File: src/rtl/iir_pkg.sv
// Shared definitions for the IIR feed sequencer: default widths, the
// sequencer state encoding and a helper for sizing the latency counter.
package iir_pkg;

    localparam int DW_DEF = 16;
    localparam int RW_DEF = 24;
    localparam int GAP_W  = 8;

    typedef enum logic [1:0] {
        ST_IDLE  = 2'd0,
        ST_ISSUE = 2'd1,
        ST_WAIT  = 2'd2,
        ST_OUT   = 2'd3
    } state_e;

    // Width of a down-counter that has to hold values 0 .. lat-1.
    function automatic int lat_width(input int lat);
        return (lat > 1) ? $clog2(lat) : 1;
    endfunction

endpackage

File: src/rtl/iir_feed_fifo.sv
// Sample buffer in front of the filter sequencer. DEPTH entries of DW bits,
// power-of-two depth so the pointers wrap on their own. The head entry is
// presented combinationally; push is refused when full and pop when empty,
// and a synchronous clear empties the buffer with priority over both.
module iir_feed_fifo
    import iir_pkg::*;
#(
    parameter int DW    = DW_DEF,
    parameter int DEPTH = 4,
    localparam int AW   = $clog2(DEPTH),
    localparam int CW   = AW + 1
) (
    input  logic          clk,
    input  logic          rst_n,
    input  logic          clear_i,
    input  logic          push_i,
    input  logic [DW-1:0] push_data_i,
    input  logic          pop_i,
    output logic [DW-1:0] head_o,
    output logic [CW-1:0] count_o,
    output logic          full_o,
    output logic          empty_o
);

    localparam logic [AW-1:0] PTR_ONE  = AW'(1);
    localparam logic [CW-1:0] CNT_ONE  = CW'(1);
    localparam logic [CW-1:0] CNT_FULL = CW'(DEPTH);

    logic [DW-1:0] mem_q [DEPTH];
    logic [AW-1:0] wr_ptr_q, wr_ptr_d;
    logic [AW-1:0] rd_ptr_q, rd_ptr_d;
    logic [CW-1:0] count_q, count_d;
    logic          push_ok_s;
    logic          pop_ok_s;

    assign full_o    = (count_q == CNT_FULL);
    assign empty_o   = (count_q == {CW{1'b0}});
    assign count_o   = count_q;
    assign head_o    = mem_q[rd_ptr_q];
    assign push_ok_s = push_i && !full_o && !clear_i;
    assign pop_ok_s  = pop_i && !empty_o && !clear_i;

    // Next pointer and occupancy values; clear wins over push and pop.
    always_comb begin
        wr_ptr_d = wr_ptr_q;
        rd_ptr_d = rd_ptr_q;
        count_d  = count_q;
        if (clear_i) begin
            wr_ptr_d = {AW{1'b0}};
            rd_ptr_d = {AW{1'b0}};
            count_d  = {CW{1'b0}};
        end else begin
            if (push_ok_s) begin
                wr_ptr_d = wr_ptr_q + PTR_ONE;
            end else begin
                wr_ptr_d = wr_ptr_q;
            end
            if (pop_ok_s) begin
                rd_ptr_d = rd_ptr_q + PTR_ONE;
            end else begin
                rd_ptr_d = rd_ptr_q;
            end
            if (push_ok_s && !pop_ok_s) begin
                count_d = count_q + CNT_ONE;
            end else if (pop_ok_s && !push_ok_s) begin
                count_d = count_q - CNT_ONE;
            end else begin
                count_d = count_q;
            end
        end
    end

    // Pointer and occupancy registers.
    always_ff @(posedge clk or negedge rst_n) begin
        if (!rst_n) begin
            wr_ptr_q <= {AW{1'b0}};
            rd_ptr_q <= {AW{1'b0}};
            count_q  <= {CW{1'b0}};
        end else begin
            wr_ptr_q <= wr_ptr_d;
            rd_ptr_q <= rd_ptr_d;
            count_q  <= count_d;
        end
    end

    // Sample storage, written only on an accepted push.
    always_ff @(posedge clk or negedge rst_n) begin
        if (!rst_n) begin
            for (int i = 0; i < DEPTH; i++) begin
                mem_q[i] <= {DW{1'b0}};
            end
        end else if (push_ok_s) begin
            mem_q[wr_ptr_q] <= push_data_i;
        end
    end

endmodule

File: src/rtl/iir_feed_ctrl.sv
// Sequencer in front of the shared IIR filter. Buffers samples, issues one
// at a time to the filter as a single-cycle f_data_en pulse, waits the fixed
// filter latency, captures the result and holds it on a valid/ready output.
// A programmable idle gap, loaded when a result is accepted, spaces issues.
// Only one sample is ever in flight. clear restarts the sequencer and drops
// anything queued or in flight; the filter itself is left untouched.
module iir_feed_ctrl
    import iir_pkg::*;
#(
    parameter int DW       = DW_DEF,
    parameter int RW       = RW_DEF,
    parameter int DEPTH    = 4,
    parameter int FILT_LAT = 1
) (
    input  logic             clk,
    input  logic             rst_n,
    input  logic             clear,
    input  logic [GAP_W-1:0] gap_cfg,
    input  logic             in_valid,
    output logic             in_ready,
    input  logic [DW-1:0]    in_data,
    output logic             f_data_en,
    output logic [DW-1:0]    f_data,
    input  logic [RW-1:0]    f_result,
    output logic             out_valid,
    input  logic             out_ready,
    output logic [RW-1:0]    out_data,
    output logic             busy
);

    localparam int CW    = $clog2(DEPTH) + 1;
    localparam int LAT_W = lat_width(FILT_LAT);
    localparam logic [LAT_W-1:0] LAT_INIT = LAT_W'(FILT_LAT - 1);
    localparam logic [LAT_W-1:0] LAT_ONE  = LAT_W'(1);
    localparam logic [GAP_W-1:0] GAP_ONE  = GAP_W'(1);

    state_e             state_q, state_d;
    logic [GAP_W-1:0]   gap_q, gap_d;
    logic [LAT_W-1:0]   lat_q, lat_d;
    logic               f_data_en_q, f_data_en_d;
    logic [DW-1:0]      f_data_q, f_data_d;
    logic               out_valid_q, out_valid_d;
    logic [RW-1:0]      out_data_q, out_data_d;

    logic               push_s;
    logic               pop_s;
    logic [DW-1:0]      head_s;
    logic [CW-1:0]      count_s;
    logic               full_s;
    logic               empty_s;

    assign in_ready  = !full_s;
    assign push_s    = in_valid && !full_s;
    assign busy      = (state_q != ST_IDLE) || (count_s != {CW{1'b0}});
    assign f_data_en = f_data_en_q;
    assign f_data    = f_data_q;
    assign out_valid = out_valid_q;
    assign out_data  = out_data_q;

    iir_feed_fifo #(
        .DW    (DW),
        .DEPTH (DEPTH)
    ) u_fifo (
        .clk         (clk),
        .rst_n       (rst_n),
        .clear_i     (clear),
        .push_i      (push_s),
        .push_data_i (in_data),
        .pop_i       (pop_s),
        .head_o      (head_s),
        .count_o     (count_s),
        .full_o      (full_s),
        .empty_o     (empty_s)
    );

    // Sequencer next state: issue, latency wait, result hand-off and gap.
    always_comb begin
        state_d     = state_q;
        gap_d       = gap_q;
        lat_d       = lat_q;
        out_valid_d = out_valid_q;
        out_data_d  = out_data_q;
        f_data_en_d = 1'b0;
        f_data_d    = {DW{1'b0}};
        pop_s       = 1'b0;
        if (clear) begin
            state_d     = ST_IDLE;
            gap_d       = {GAP_W{1'b0}};
            lat_d       = {LAT_W{1'b0}};
            out_valid_d = 1'b0;
        end else begin
            case (state_q)
                ST_IDLE: begin
                    if (gap_q != {GAP_W{1'b0}}) begin
                        gap_d = gap_q - GAP_ONE;
                    end else if (!empty_s) begin
                        // Pulse and data are registered, so they appear in ISSUE.
                        state_d     = ST_ISSUE;
                        f_data_en_d = 1'b1;
                        f_data_d    = head_s;
                    end else begin
                        state_d = ST_IDLE;
                    end
                end
                ST_ISSUE: begin
                    pop_s   = 1'b1;
                    lat_d   = LAT_INIT;
                    state_d = ST_WAIT;
                end
                ST_WAIT: begin
                    if (lat_q == {LAT_W{1'b0}}) begin
                        out_valid_d = 1'b1;
                        out_data_d  = f_result;
                        state_d     = ST_OUT;
                    end else begin
                        lat_d = lat_q - LAT_ONE;
                    end
                end
                ST_OUT: begin
                    if (out_ready) begin
                        out_valid_d = 1'b0;
                        gap_d       = gap_cfg;
                        state_d     = ST_IDLE;
                    end else begin
                        state_d = ST_OUT;
                    end
                end
                default: begin
                    state_d     = ST_IDLE;
                    out_valid_d = 1'b0;
                end
            endcase
        end
    end

    // Sequencer, counter and output registers.
    always_ff @(posedge clk or negedge rst_n) begin
        if (!rst_n) begin
            state_q     <= ST_IDLE;
            gap_q       <= {GAP_W{1'b0}};
            lat_q       <= {LAT_W{1'b0}};
            f_data_en_q <= 1'b0;
            f_data_q    <= {DW{1'b0}};
            out_valid_q <= 1'b0;
            out_data_q  <= {RW{1'b0}};
        end else begin
            state_q     <= state_d;
            gap_q       <= gap_d;
            lat_q       <= lat_d;
            f_data_en_q <= f_data_en_d;
            f_data_q    <= f_data_d;
            out_valid_q <= out_valid_d;
            out_data_q  <= out_data_d;
        end
    end

endmodule
File: config.mk
export PLATFORM = sky130hd
export DESIGN_NAME = iir_feed_ctrl
export DESIGN_NICKNAME = d
export VERILOG_FILES = /design/src/rtl/iir_pkg.sv /design/src/rtl/iir_feed_fifo.sv /design/src/rtl/iir_feed_ctrl.sv
export SDC_FILE = /design/constraint.sdc
export NUM_CORES = 1
export LEC_CHECK = 0
export CAP_MARGIN = 20
export CORE_MARGIN = 8
export CORE_UTILIZATION = 45
export DETAILED_ROUTE_END_ITERATION = 10
export PLACE_DENSITY = 0.73
export SLEW_MARGIN = 20
export SYNTH_ARGS = -nofsm -noshare
export SYNTH_HDL_FRONTEND = slang
export SYNTH_SLANG_ARGS = --single-unit
export TNS_END_PERCENT = 1
File: constraint.sdc
create_clock -name clk -period 2.55 [get_ports clk]
set_clock_uncertainty 0.1 [all_clocks]
set_input_delay 0.3825 -clock clk [delete_from_list [all_inputs] [get_ports clk]]
set_output_delay 0.3825 -clock clk [all_outputs]
set_load 0.005 [all_outputs]
; After elaboration in Yosys (flattened, before gate mapping)
; Index checks and enable logic that the tools add are counted.
[word_totals]
out_inout_bits = 44
word_cells = 104
reg_bits = 124
input_bits = 53
[op_classes]
n_eq_ne = 8
n_mux = 40
addsub = 6
reduce_logical = 29
magnitude_cmp = 3
bitwise_logic = 4
[op_table]
columns = op, count
row1 = $mux W16, 7
row2 = $bwmux W64, 1
row3 = $bmux W16 S2, 1
row4 = $demux W16 S2, 1
row5 = $mux W8, 3
row6 = $mux W2, 8
row7 = $pmux W8 S2, 1
row8 = $reduce_bool A3 Y1, 5
row9 = $mux W1, 12
row10 = $ne A3 B3 Y1 const B, 4
row11 = $mux W3, 3
row12 = $reduce_and A3 Y1, 3
row13 = $logic_and A1 B1 Y1, 8
row14 = $pmux W2 S4, 1
row15 = $reduce_bool A8 Y1, 1
row16 = $sub A8 B1 Y8 const B, 1
row17 = $ge A3 B3 Y1 const B, 2
row18 = $not A2 Y3, 2
row19 = $reduce_bool A2 Y1, 3
row20 = $logic_not A1 Y1, 5
row21 = $add A2 B1 Y2 const B, 2
row22 = $eq A2 B2 Y1 const B, 2
row23 = $pmux W1 S2, 2
row24 = $add A3 B1 Y3 const B, 1
row25 = other kinds (10), 11

; Longest topological paths before layout
; Gate-level depths: netlist of run 1.
[logic_depth]
word_depth = 10
ltp_mapped = 9
ltp_nobuf = 9

; By module
; Synthesis of run 1 repeated with hierarchy kept, for this count alone.
[unflattened]
cells_unflattened = 390
hier_area_um2 = 5756.8
[modules_own_cells]
columns = mod, seq_area_each_um2, area_per_inst_um2, cells_per_inst, instances
row1 = iir_feed_fifo, 1776.7, 3572.2, 218, 1
row2 = iir_feed_ctrl, 1301.2, 2184.6, 172, 1

; Worst setup path after synthesis of run 1
; No wires, ideal clock.
[synth_timing]
path_type = register to register
start = reg u_fifo.count_q[1], in the netlist u_fifo.count_o[1]
end = reg u_fifo.count_q[2], in the netlist u_fifo.count_o[2]
setup_time_ns = 0.135
required_ns = 2.315
n_path_buf = 0
path_stages_with_launch = 10
synth_period_minus_slack_ns = 2.300
setup_slack_ns = 0.250
arrival_time_ns = 2.065
cell_sequence = dfrtp_1 -> nor3b_1 -> inv_1 -> nand2_1 -> nor3_1 -> fa_1 -> nor2b_1 -> nand2_1 -> a32oi_1 -> a21oi_1
[synth_via]
elab_chain_len = 8
elab_cells_between_ends = 19
classes_between = add/sub: 2 / eq/ne: 1 / mux: 3 / reduce/logical: 13
[synth_lines]
columns = element, line_no
row1 = "start, declared", iir_feed_fifo.sv:32  ; logic [CW-1:0] count_q, count_d;
row2 = "start signal, assigned", iir_feed_fifo.sv:78  ; count_q <= {CW{1'b0}};
row3 = "start signal, assigned", iir_feed_fifo.sv:82  ; count_q <= count_d;
row4 = $eq A3 B3 Y1 *, iir_feed_fifo.sv:36  ; assign full_o = (count_q == CNT_FULL);
row5 = $logic_not A1 Y1 *, -
row6 = named net in_ready, iir_feed_ctrl.sv:20  ; output logic in_ready,
row7 = $logic_and A1 B1 Y1, iir_feed_ctrl.sv:53  ; assign push_s = in_valid && !full_s;
row8 = $logic_and A1 B1 Y1 * (2 in a row), iir_feed_fifo.sv:40  ; assign push_ok_s = push_i && !full_o && !clear_i;
row9 = $logic_and A1 B1 Y1 or $logic_not A1 Y1 (tied branches), "iir_feed_fifo.sv:63, iir_feed_fifo.sv:65"
row10 = $mux W3 or $logic_and A1 B1 Y1 (tied branches), "iir_feed_fifo.sv:63, iir_feed_fifo.sv:65"
row11 = $mux W3 or $reduce_bool A3 Y1 (tied branches), -
; The timed path passes the listed nets; every way through them passes the cells marked *. The select of a mux whose other input is x is not followed.
; A chain may end at the register's enable or synchronous reset.

; Final worst setup path of run 1
[layout_timing]
start = reg u_fifo.count_q[0], in the netlist u_fifo.count_o[0]
end = reg u_fifo.count_q[2], in the netlist u_fifo.count_o[2]
[layout_via]
elab_chain_len = 8
elab_cells_between_ends = 19
classes_between = add/sub: 2 / eq/ne: 1 / mux: 3 / reduce/logical: 13
[layout_lines]
columns = element
row1 = branches (longest 8 deep; another with $sub A3 B1 Y3)
; Several ways; the timed one is not identified. The select of a mux whose other input is x is not followed.

==> results of run 1 <==
-- metal layers --
metal / global-route usage, % / vias to the layer above
met1: 20.5 / 1817
met3: 5.27 / 13
met2: 26.5 / 103
met5: 0 / -
li1: - / 1617
met4: 7.23 / 0
-- how the worst max path moves through the flow --
stage	startpoint	cells after the start	end	slack, ps
floorplan	u_fifo.count_o[1]$_DFFE_PN0P_	9	u_fifo.count_o[2]$_DFFE_PN0P_	250
detailed placement	in_valid	5	u_fifo.mem_q[52]$_DFFE_PN0P_	220
global placement	in_valid	5	u_fifo.mem_q[18]$_DFFE_PN0P_	240
CTS	state_q[1]$_DFFE_PN0P_	4	busy	230
global route	u_fifo.count_o[0]$_DFFE_PN0P_	9	u_fifo.count_o[2]$_DFFE_PN0P_	60
finish	u_fifo.count_o[0]$_DFFE_PN0P_	9	u_fifo.count_o[2]$_DFFE_PN0P_	200
-- power groups by stage --
stage          Sequential [mW]  Combinational, mW  Clock [mW]
6_report                  3.20               2.73        2.55
4_1_cts                   3.20               2.76        2.59
2_1_floorplan             3.11               1.69           0
3_5_place_dp              3.22               2.74           0
5_1_grt                   3.30               3.00        2.69
3_3_place_gp              3.16               2.65           0
-- final cells by class --
| cell class | count | area (um2) | share of cell area [%] |
|---|---|---|---|
| Sequential cell | 123 | 3080 | 42.8 |
| Tap cell | 147 | 184 | 2.56 |
| Clock buffer | 25 | 495 | 6.88 |
| Timing Repair Buffer | 111 | 1090 | 15.1 |
| Inverter | 9 | 33.8 | 0.469 |
| Clock inverter | 7 | 135 | 1.88 |
| Multi-Input combinational cell | 231 | 2190 | 30.4 |
-- logic make-up after synthesis --
kind of cell / count (synthesis)
flops: 123
mux: 106
simple gates: 76
compound gates: 39
buf+inv: 30
fa+ha+maj: 7
xor+xnor: 3
-- worst max-delay path, stage by stage, from the launching register on --
cell and delay, ps:
dfrtp_1 450, nor3b_1 300, inv_1 120, nand2_1 160, nor3_1 80, fa_1 440
nor2b_1 180, nand2_1 100, a32oi_1 210, a21oi_1 90
-- metrics by stage --
step | instance area, um2 | hold slack [ps]
2_1_floorplan | 5420 | -13.1
3_3_place_gp | 6560 | 200
3_5_place_dp | 6560 | 213
4_1_cts | 7200 | 327
5_1_grt | 7200 | 337
6_report | 7200 | 337
-- placed cells by master, fill, tap and decap left out, types with 2 or more instances in the layout --
cell | Yosys | layout
mux2_2 | 90 | 90
nor3_1 | 7 | 7
clkbuf_8 | 0 | 4
nor4_1 | 2 | 2
clkdlybuf4s50_1 | 0 | 95
buf_4 | 0 | 14
clkbuf_1 | 7 | 4
nand3_1 | 2 | 2
o31ai_1 | 2 | 2
clkinv_2 | 0 | 3
nand2_1 | 8 | 8
nor3b_1 | 4 | 4
xnor2_1 | 2 | 2
nor2b_1 | 4 | 3
mux4_2 | 16 | 16
o21ai_0 | 10 | 10
and3_1 | 17 | 17
a21oi_1 | 11 | 11
inv_1 | 9 | 9
dfrtp_1 | 123 | 123
a22oi_1 | 3 | 3
nor2_1 | 18 | 18
ha_1 | 6 | 6
nand2_2 | 4 | 4
o211ai_1 | 2 | 2
clkbuf_16 | 0 | 17
bufinv_16 | 0 | 4
-- registers in the layout, indices dropped and copies added (netlist names) --
signal and flops:
u_fifo.mem_q 64, out_valid 1, state_q 2, f_data_en 1, out_data 24, gap_q 8, u_fifo.count_o 3, u_fifo.rd_ptr_q 2
u_fifo.wr_ptr_q 2, f_data 16
-- what timing repair did --
item                                   CTS  global route
resized for setup                        0             0
endpoints found under the hold margin   22             0
hold buffers                             1             0
==> impl_results.md, run 1 <==
* Placed insts at 620
* Max-slew headroom at 60.1%
* Mean area per synthesized cell at ~14 um2
* Metal3 WL at 654 um
* Initial core utilization at 45.7%
* Top cells by area, synth: dfrtp_1 (57%), mux2_2 (19%), mux4_2 (6.7%)
* Router iterations before antenna repair at 6
* CTS tree: done
* Pins Over Slew Limit at 0
* Hold crit path type: in -> async
* VDD IR max at roughly 0.00054 V
* Compound-gate portion of the synthesized area at 4.76%
* Worst Reg2Reg Path Length in Cells at 9
* Worst EP required at 2740 ps
* Post-synthesis mux area share at about a quarter
* Ports at just under 100
* Vias at 3550
* Root buf cell: clkbuf_16
* Largest family of logic cells by synthesized area: multiplexers
* Synth Area in XOR/XNOR at 0.485%
* CTS Sinks at 123
* Overall routed net length at roughly 12000 um
* Asr flop ratio synth at between 90% and 100%
* CTS clk-pin slew, worst paths at 50 ps
* R2r startpoint: u_fifo.count_o[0]$_DFFE_PN0P_
* Most frequent cells after synthesis: dfrtp_1 (123), mux2_2 (90), nor2_1 (18)
* Synth Flop Type: dfrtp_1
* Largest net degree at the start of global routing at 56
* PnR worst setup slack at 199 ps
* Synthesized instance count at 384
* CTS buffer count at 17
* H-tree depth at 4
* Adder-cell share of the synthesized area at 1.76%
* Syn. warnings at 0
* FMAX at 425 MHz
* Worst-skew pair later-pin latency at 410 ps
* Layout cells sized above 1 at 31.0%
* Unique cell type count in the Yosys netlist at 46
* Global-route wire length before repair at 20700 um
* Syn_nets at 444
* Register share of total power at ~38%
* Fill cells at 946
* Pleak at 3.20 nW
* Antenna viol nets, final at 0
* Final Hold Viols at 0
* Final Setup Violations at 0
* DRT met1 WL at 5390 um
* #FFs+latches synth at 123
* Setup_tns at 0 ps
* Max Used Layer: met4
* Yosys top cell area share at 56.8%
* DRC errors left at 0
* Core Rows at 40
* Via density at 5.44
* Tcrit/Tclk final at 92.2%
* FF-to-FF End: u_fifo.count_o[2]$_DFFE_PN0P_
* Finished Layout Cells at 653
* Routed length on met2 at 6010 um
* Switching power at 2.34 mW
* Die height at 126 um
* Critical path arrival at 2540 ps
* Antenna cells at 0
* Clock share of power at 30.0%
* CP Capture Type: flop
* Pin slew with the least headroom to its limit at around 600 ps
* Net Sw Frac at 27.7%
* Placeable Area at 11900 um2
* Pre-CTS setup slack at 217 ps
* Die W at 126 um
* Max capacitance violation total at 0
* Initial antenna violation count at 0
* Gr ovfl total at 0
* Postcts setup bufs at 0
* Routability cong. at ~0.84
* CP Launch Type: flop
* P&R area growth vs syn at 32.9%
* Post-synthesis sequential area ratio at 56.8%
* WL per Instance at 18.7 um
* Number of global-route vias before repair at 3920
* Post-Synth Simple-Gate Area at 7.95%
* Count leader, synth: dfrtp_1
* Final nets at 553
* R2R setup slack at 200 ps
* Hpwl dp at 8140 um
* Internal power at 6.13 mW
* Final core utilization at 60.7%
* Clock Path Buffers at 2
* RSZ-0062 raised after global routing: false
* Status: finished, final reports clean
* Tmin final at 2350 ps
* Tot GR Track Use at 16.7%
* Die Footprint at 15800 um2
* EDFF count, synth at 0
* Maximum fanout along the worst path at 7
* Type of the worst setup path: reg -> reg
* Area leader, netlist: dfrtp_1
* Synthesized cell area at 5420 um2
* Gate power share at 32.2%
* Total power at 8.47 mW
* Input/output buffers at 96
* PwrDens at around 1200 nW/um2
* DRT iter0 DRCs at 264
Note: power is estimated with default switching activity, not from simulation.
==> run 2: changes to the inputs <==
- REMOVE_ABC_BUFFERS: not set -> 1
==> impl_results.md, run 2 (synthesized netlist as in run 1, its figures left out) <==
* Post-Place Cell Area at between 6000 and 7000 um2
* Pin slew with the least headroom to its limit at 514 ps
* Core Rows at 40
* PwrDens at 1150 nW/um2
* Die height at 126 um
* Largest net degree at the start of global routing at 77
* Final core utilization at 60.2%
* Max reg flops at 64
* VDD IR max at between 0.0007 and 0.0008 V
* Die W at 126 um
* Tcrit/Tclk final at around 92%
* Final nets at 552
* Initial core utilization at a little under half
* Routability cong. at 0.839
* Commonest non-fill, non-tap cell in the layout: dfrtp_1
* Die Footprint at 15800 um2
* Layout cells sized above 1 at 31.9%
* Tot GR Track Use at between 15 and 20%
* CTS tree: done
* DRC errors left at 0
* FMAX at ~430 MHz
* Final Hold Viols at 0
* Gr ovfl total at 0
* Pleak at ~3.2 nW
* Tmin final at 2340 ps
* Hold crit path type: in -> async
* CP Capture Type: primary output
* Overall routed net length at 12500 um
* R2r startpoint: u_fifo.count_o[0]$_DFFE_PN0P_
* Ports at 97
* CP Launch Type: flop
* Number of global-route vias before repair at about 3900
* Initial antenna violation count at 0
* Via density at 5.51
* Worst Reg2Reg Path Length in Cells at 9
* CTS clk-pin slew, worst paths at 60 ps
* Global-route wire length before repair at between 20000 and 25000 um
* Max-slew headroom at 65.6%
* Vias at 3592
* WL per Instance at about 19 um
* Max capacitance violation total at 0
* Antenna viol nets, final at 0
* Maximum fanout along the worst path at 7
* Design Area, Final at 7140 um2
* Critical path arrival at 1860 ps
* Clock Path Buffers at 2
* Hpwl dp at 8450 um
* Status: finished, final reports clean
* CTS Sinks at about 120
* Placeable Area at between 10000 and 15000 um2
* Input/output buffers at 96
* Worst-skew pair later-pin latency at 410 ps
* R2R setup slack at around 300 ps
* Leading cell types in the layout, fill and taps excluded: dfrtp_1 (123), clkdlybuf4s50_1 (95), mux2_2 (90)
* DRT iter0 DRCs at 281
* FF-to-FF End: u_fifo.count_o[2]$_DFFE_PN0P_
* CTS buffer count at 17
* Type of the worst setup path: reg -> out
* P&R area growth vs syn at 31.9%
* RSZ-0062 raised after global routing: false
* Final Setup Violations at 0
* Root buf cell: clkbuf_16
* Largest reg by FF count: u_fifo.mem_q
* Postcts setup bufs at 0
* Antenna cells at 0
* H-tree depth at 4
* Setup_tns at 0 ps
* Router iterations before antenna repair at 5
* Pins Over Slew Limit at 0
* Worst EP required at about 2100 ps
==> run 2: layout make-up <==
cell class | count | area, um2
fillers | 954 | 4720
flip-flops and latches | 123 | 3080
multi-input cells | 231 | 2190
repair buffers | 110 | 1080
clock buffers | 19 | 453
well taps | 147 | 184
clock inverters | 13 | 125
inverters | 9 | 33.8
==> run 2: metal layers <==
layer / vias up / global-route usage (%) / share of wire, %
li1: 1612 / - / -
met1: 1837 / 20.5 / 43
met2: 133 / 27.0 / 48
met3: 10 / 6.50 / 7.7
met4: 0 / 5.30 / 0.73
met5: - / 0 / 0
==> run 2: per-stage QoR <==
stage | total power, mW | cells | hold WS, ps | worst slack, ps
finish | 8.24 | 652 | 311 | 210
global route | 8.74 | 652 | 339 | 53.6
CTS | 8.32 | 652 | 305 | 200
detailed placement | 5.96 | 619 | 204 | 166
global placement | 5.81 | 619 | 196 | 225
floorplan | 4.74 | 363 | -13.1 | 182
==> run 2: power by group <==
group / switching [mW] / leakage, nW / total, mW / internal [mW]
Sequential: 0.467 / 1.58 / 3.22 / 2.76
Combinational: 1.07 / 1.31 / 2.70 / 1.63
Clock: 0.839 / 0.280 / 2.31 / 1.47
==> run 2: critical path: stages (launching register included) <==
cell             delay (ps)
dfrtp_1                 460
nor3_1                  370
nand2_1                 140
clkdlybuf4s50_1         480
==> run 2: timing repair <==
item | in CTS | in global routing
gates resized for setup | 0 | 1
setup endpoints to repair | 0 | 1
hold buffers | 1 | 0
hold endpoints to repair | 21 | 0
==> run 2: worst max path at each step <==
| stage | end | startpoint | slack (ps) |
|---|---|---|---|
| finish | busy | u_fifo.count_o[0]$_DFFE_PN0P_ | 210 |
| global route | u_fifo.count_o[2]$_DFFE_PN0P_ | u_fifo.count_o[0]$_DFFE_PN0P_ | 50 |
| CTS | busy | u_fifo.count_o[0]$_DFFE_PN0P_ | 200 |
| detailed placement | u_fifo.count_o[2]$_DFFE_PN0P_ | clear | 170 |
| global placement | u_fifo.mem_q[37]$_DFFE_PN0P_ | in_valid | 230 |
| floorplan | out_data[0]$_DFFE_PN0P_ | state_q[1]$_DFFE_PN0P_ | 180 |
==> run 3: changes to the inputs <==
- CELL_PAD_IN_SITES_DETAIL_PLACEMENT: not set -> 0
- CELL_PAD_IN_SITES_GLOBAL_PLACEMENT: not set -> 1
- CORE_MARGIN: 8 -> 1.5
- CORE_UTILIZATION: 45 -> 43
- PLACE_DENSITY: 0.73 -> 0.83
- SLEW_MARGIN: 20 -> 10
==> impl_results.md, run 3 (synthesized netlist as in run 1, its figures left out) <==
* Gr ovfl total at 0
* Tot GR Track Use at a little under a fifth
* Core Rows at 40
* Worst Reg2Reg Path Length in Cells at 9
* R2r startpoint: u_fifo.count_o[0]$_DFFE_PN0P_
* Worst Hold Path Cells at 1
* Die height at around 120 um
* P&R area growth vs syn at 33.7%
* Largest reg by FF count: u_fifo.mem_q
* Via density at 5.29
* HP Start: u_fifo.mem_q[15]$_DFFE_PN0P_
* Hold crit path type: reg -> reg
* Hpwl dp at 7610 um
* Overall routed net length at 11400 um
* Final nets at 556
* Max-slew headroom at 56.3%
* Post-Place Cell Area at 6620 um2
* Initial antenna violation count at 0
* Layout cells sized above 1 at approximately 32%
* Routability cong. at 0.752
* CTS tree: done
* Final core utilization at 59.5%
* Critical path arrival at between 1500 and 2000 ps
* Pin slew with the least headroom to its limit at 656 ps
* WL per Instance at 16.8 um
* Final Hold Viols at 0
* Tcrit/Tclk final at 92.2%
* Die W at 115 um
* Ports at 97
* Antenna cells at 0
* Type of the worst setup path: reg -> out
* Antenna viol nets, final at 0
* Max reg flops at 64
* CTS Sinks at 123
* Status: finished, final reports clean
* Maximum fanout along the worst path at 9
* WHS Endpoint: u_fifo.mem_q[15]$_DFFE_PN0P_
* PwrDens at 1150 nW/um2
* Worst EP required at 2070 ps
* Final Setup Violations at 0
* Clock Path Buffers at 2
* RSZ-0062 raised after global routing: false
* Router iterations before antenna repair at 4
* FF-to-FF End: u_fifo.count_o[2]$_DFFE_PN0P_
* Die Footprint at 13300 um2
* Root buf cell: clkbuf_16
* Input/output buffers at 96
* Finished Layout Cells at 677
* Commonest non-fill, non-tap cell in the layout: dfrtp_1
* Pleak at 3.21 nW
* VDD IR max at about 0.00058 V
* Global-route wire length before repair at 18500 um
* CP Capture Type: primary output
* FMAX at 425 MHz
* Initial core utilization at 44.5%
* DRC errors left at 0
* CTS clk-pin slew, worst paths at roughly 50 ps
* CP startpoint: state_q[1]$_DFFE_PN0P_
* Design Area, Final at 7240 um2
* Number of global-route vias before repair at 3700
* Fill cells at 990
* Max capacitance violation total at 0
* H-tree depth at 4
* DRT iter0 DRCs at ~240
* CTS buffer count at 17
* CP Launch Type: flop
* Postcts setup bufs at 0
* Placed insts at 644
* Largest net degree at the start of global routing at 50
* Placeable Area at 12200 um2
* Tmin final at ~2400 ps
* Leading cell types in the layout, fill and taps excluded: dfrtp_1 (123), clkdlybuf4s50_1 (95), mux2_2 (90)
* Pins Over Slew Limit at 0
* Setup_tns at 0 ps
* Worst-skew pair later-pin latency at 410 ps
* R2R setup slack at 300 ps
* Vias at 3584
run 3: where the power goes:
part	total (mW)	internal [mW]	switching, mW	leakage (nW)
combinational	2.72	1.66	1.06	1.33
sequential	3.19	2.76	0.438	1.58
clock	2.45	1.61	0.838	0.295
total	8.36	6.02	2.33	3.21
run 3: worst max-delay path, cell delays in order (launching register included):
cell and delay, ps:
dfrtp_1 370, buf_4 170, nor2_1 300, nand2_1 140, clkdlybuf4s50_1 480
run 3: how the worst max path moves through the flow:
stage                                               end  slack, ps  cells after the start
after CTS                                          busy        200                      4
after global routing      u_fifo.count_o[2]$_DFFE_PN0P_        120                      9
after global placement             f_data[12]$_DFF_PN0_        250                      6
final                                              busy        200                      4
after floorplan                 out_data[0]$_DFFE_PN0P_        180                      3
after detailed placement   u_fifo.mem_q[63]$_DFFE_PN0P_        180                      5
run 3: layout make-up:
| cell class | count | area (um2) | share of cell area, % |
|---|---|---|---|
| sequential | 123 | 3080 | 42.5 |
| multi-input combinational | 231 | 2190 | 30.2 |
| timing repair buffer | 114 | 1120 | 15.5 |
| clock buffer | 21 | 470 | 6.50 |
| tap | 168 | 210 | 2.90 |
| clock inverter | 11 | 141 | 1.95 |
| inverter | 9 | 33.8 | 0.467 |
run 3: what timing repair did:
action,CTS,global route
endpoints found under the hold margin,46,0
resized for setup,0,0
hold buffers,1,0
run 3: layer usage:
layer	GRT usage, %	up-vias	part of all wire (%)	wire (um)
li1	-	1638	-	-
met1	23.2	1821	45	5080
met2	30.1	108	48	5430
met3	5.48	17	6.1	693
met4	8.07	0	1.7	192
met5	0	-	0	0
run 3: metrics by stage:
stage               hold slack, ps  worst slack (ps)  power, mW
floorplan                    -13.1               182       4.74
global placement               353               252       5.83
detailed placement             362               184       5.94
CTS                            402               200       8.43
global route                   412               116       8.83
finish                         398               199       8.36
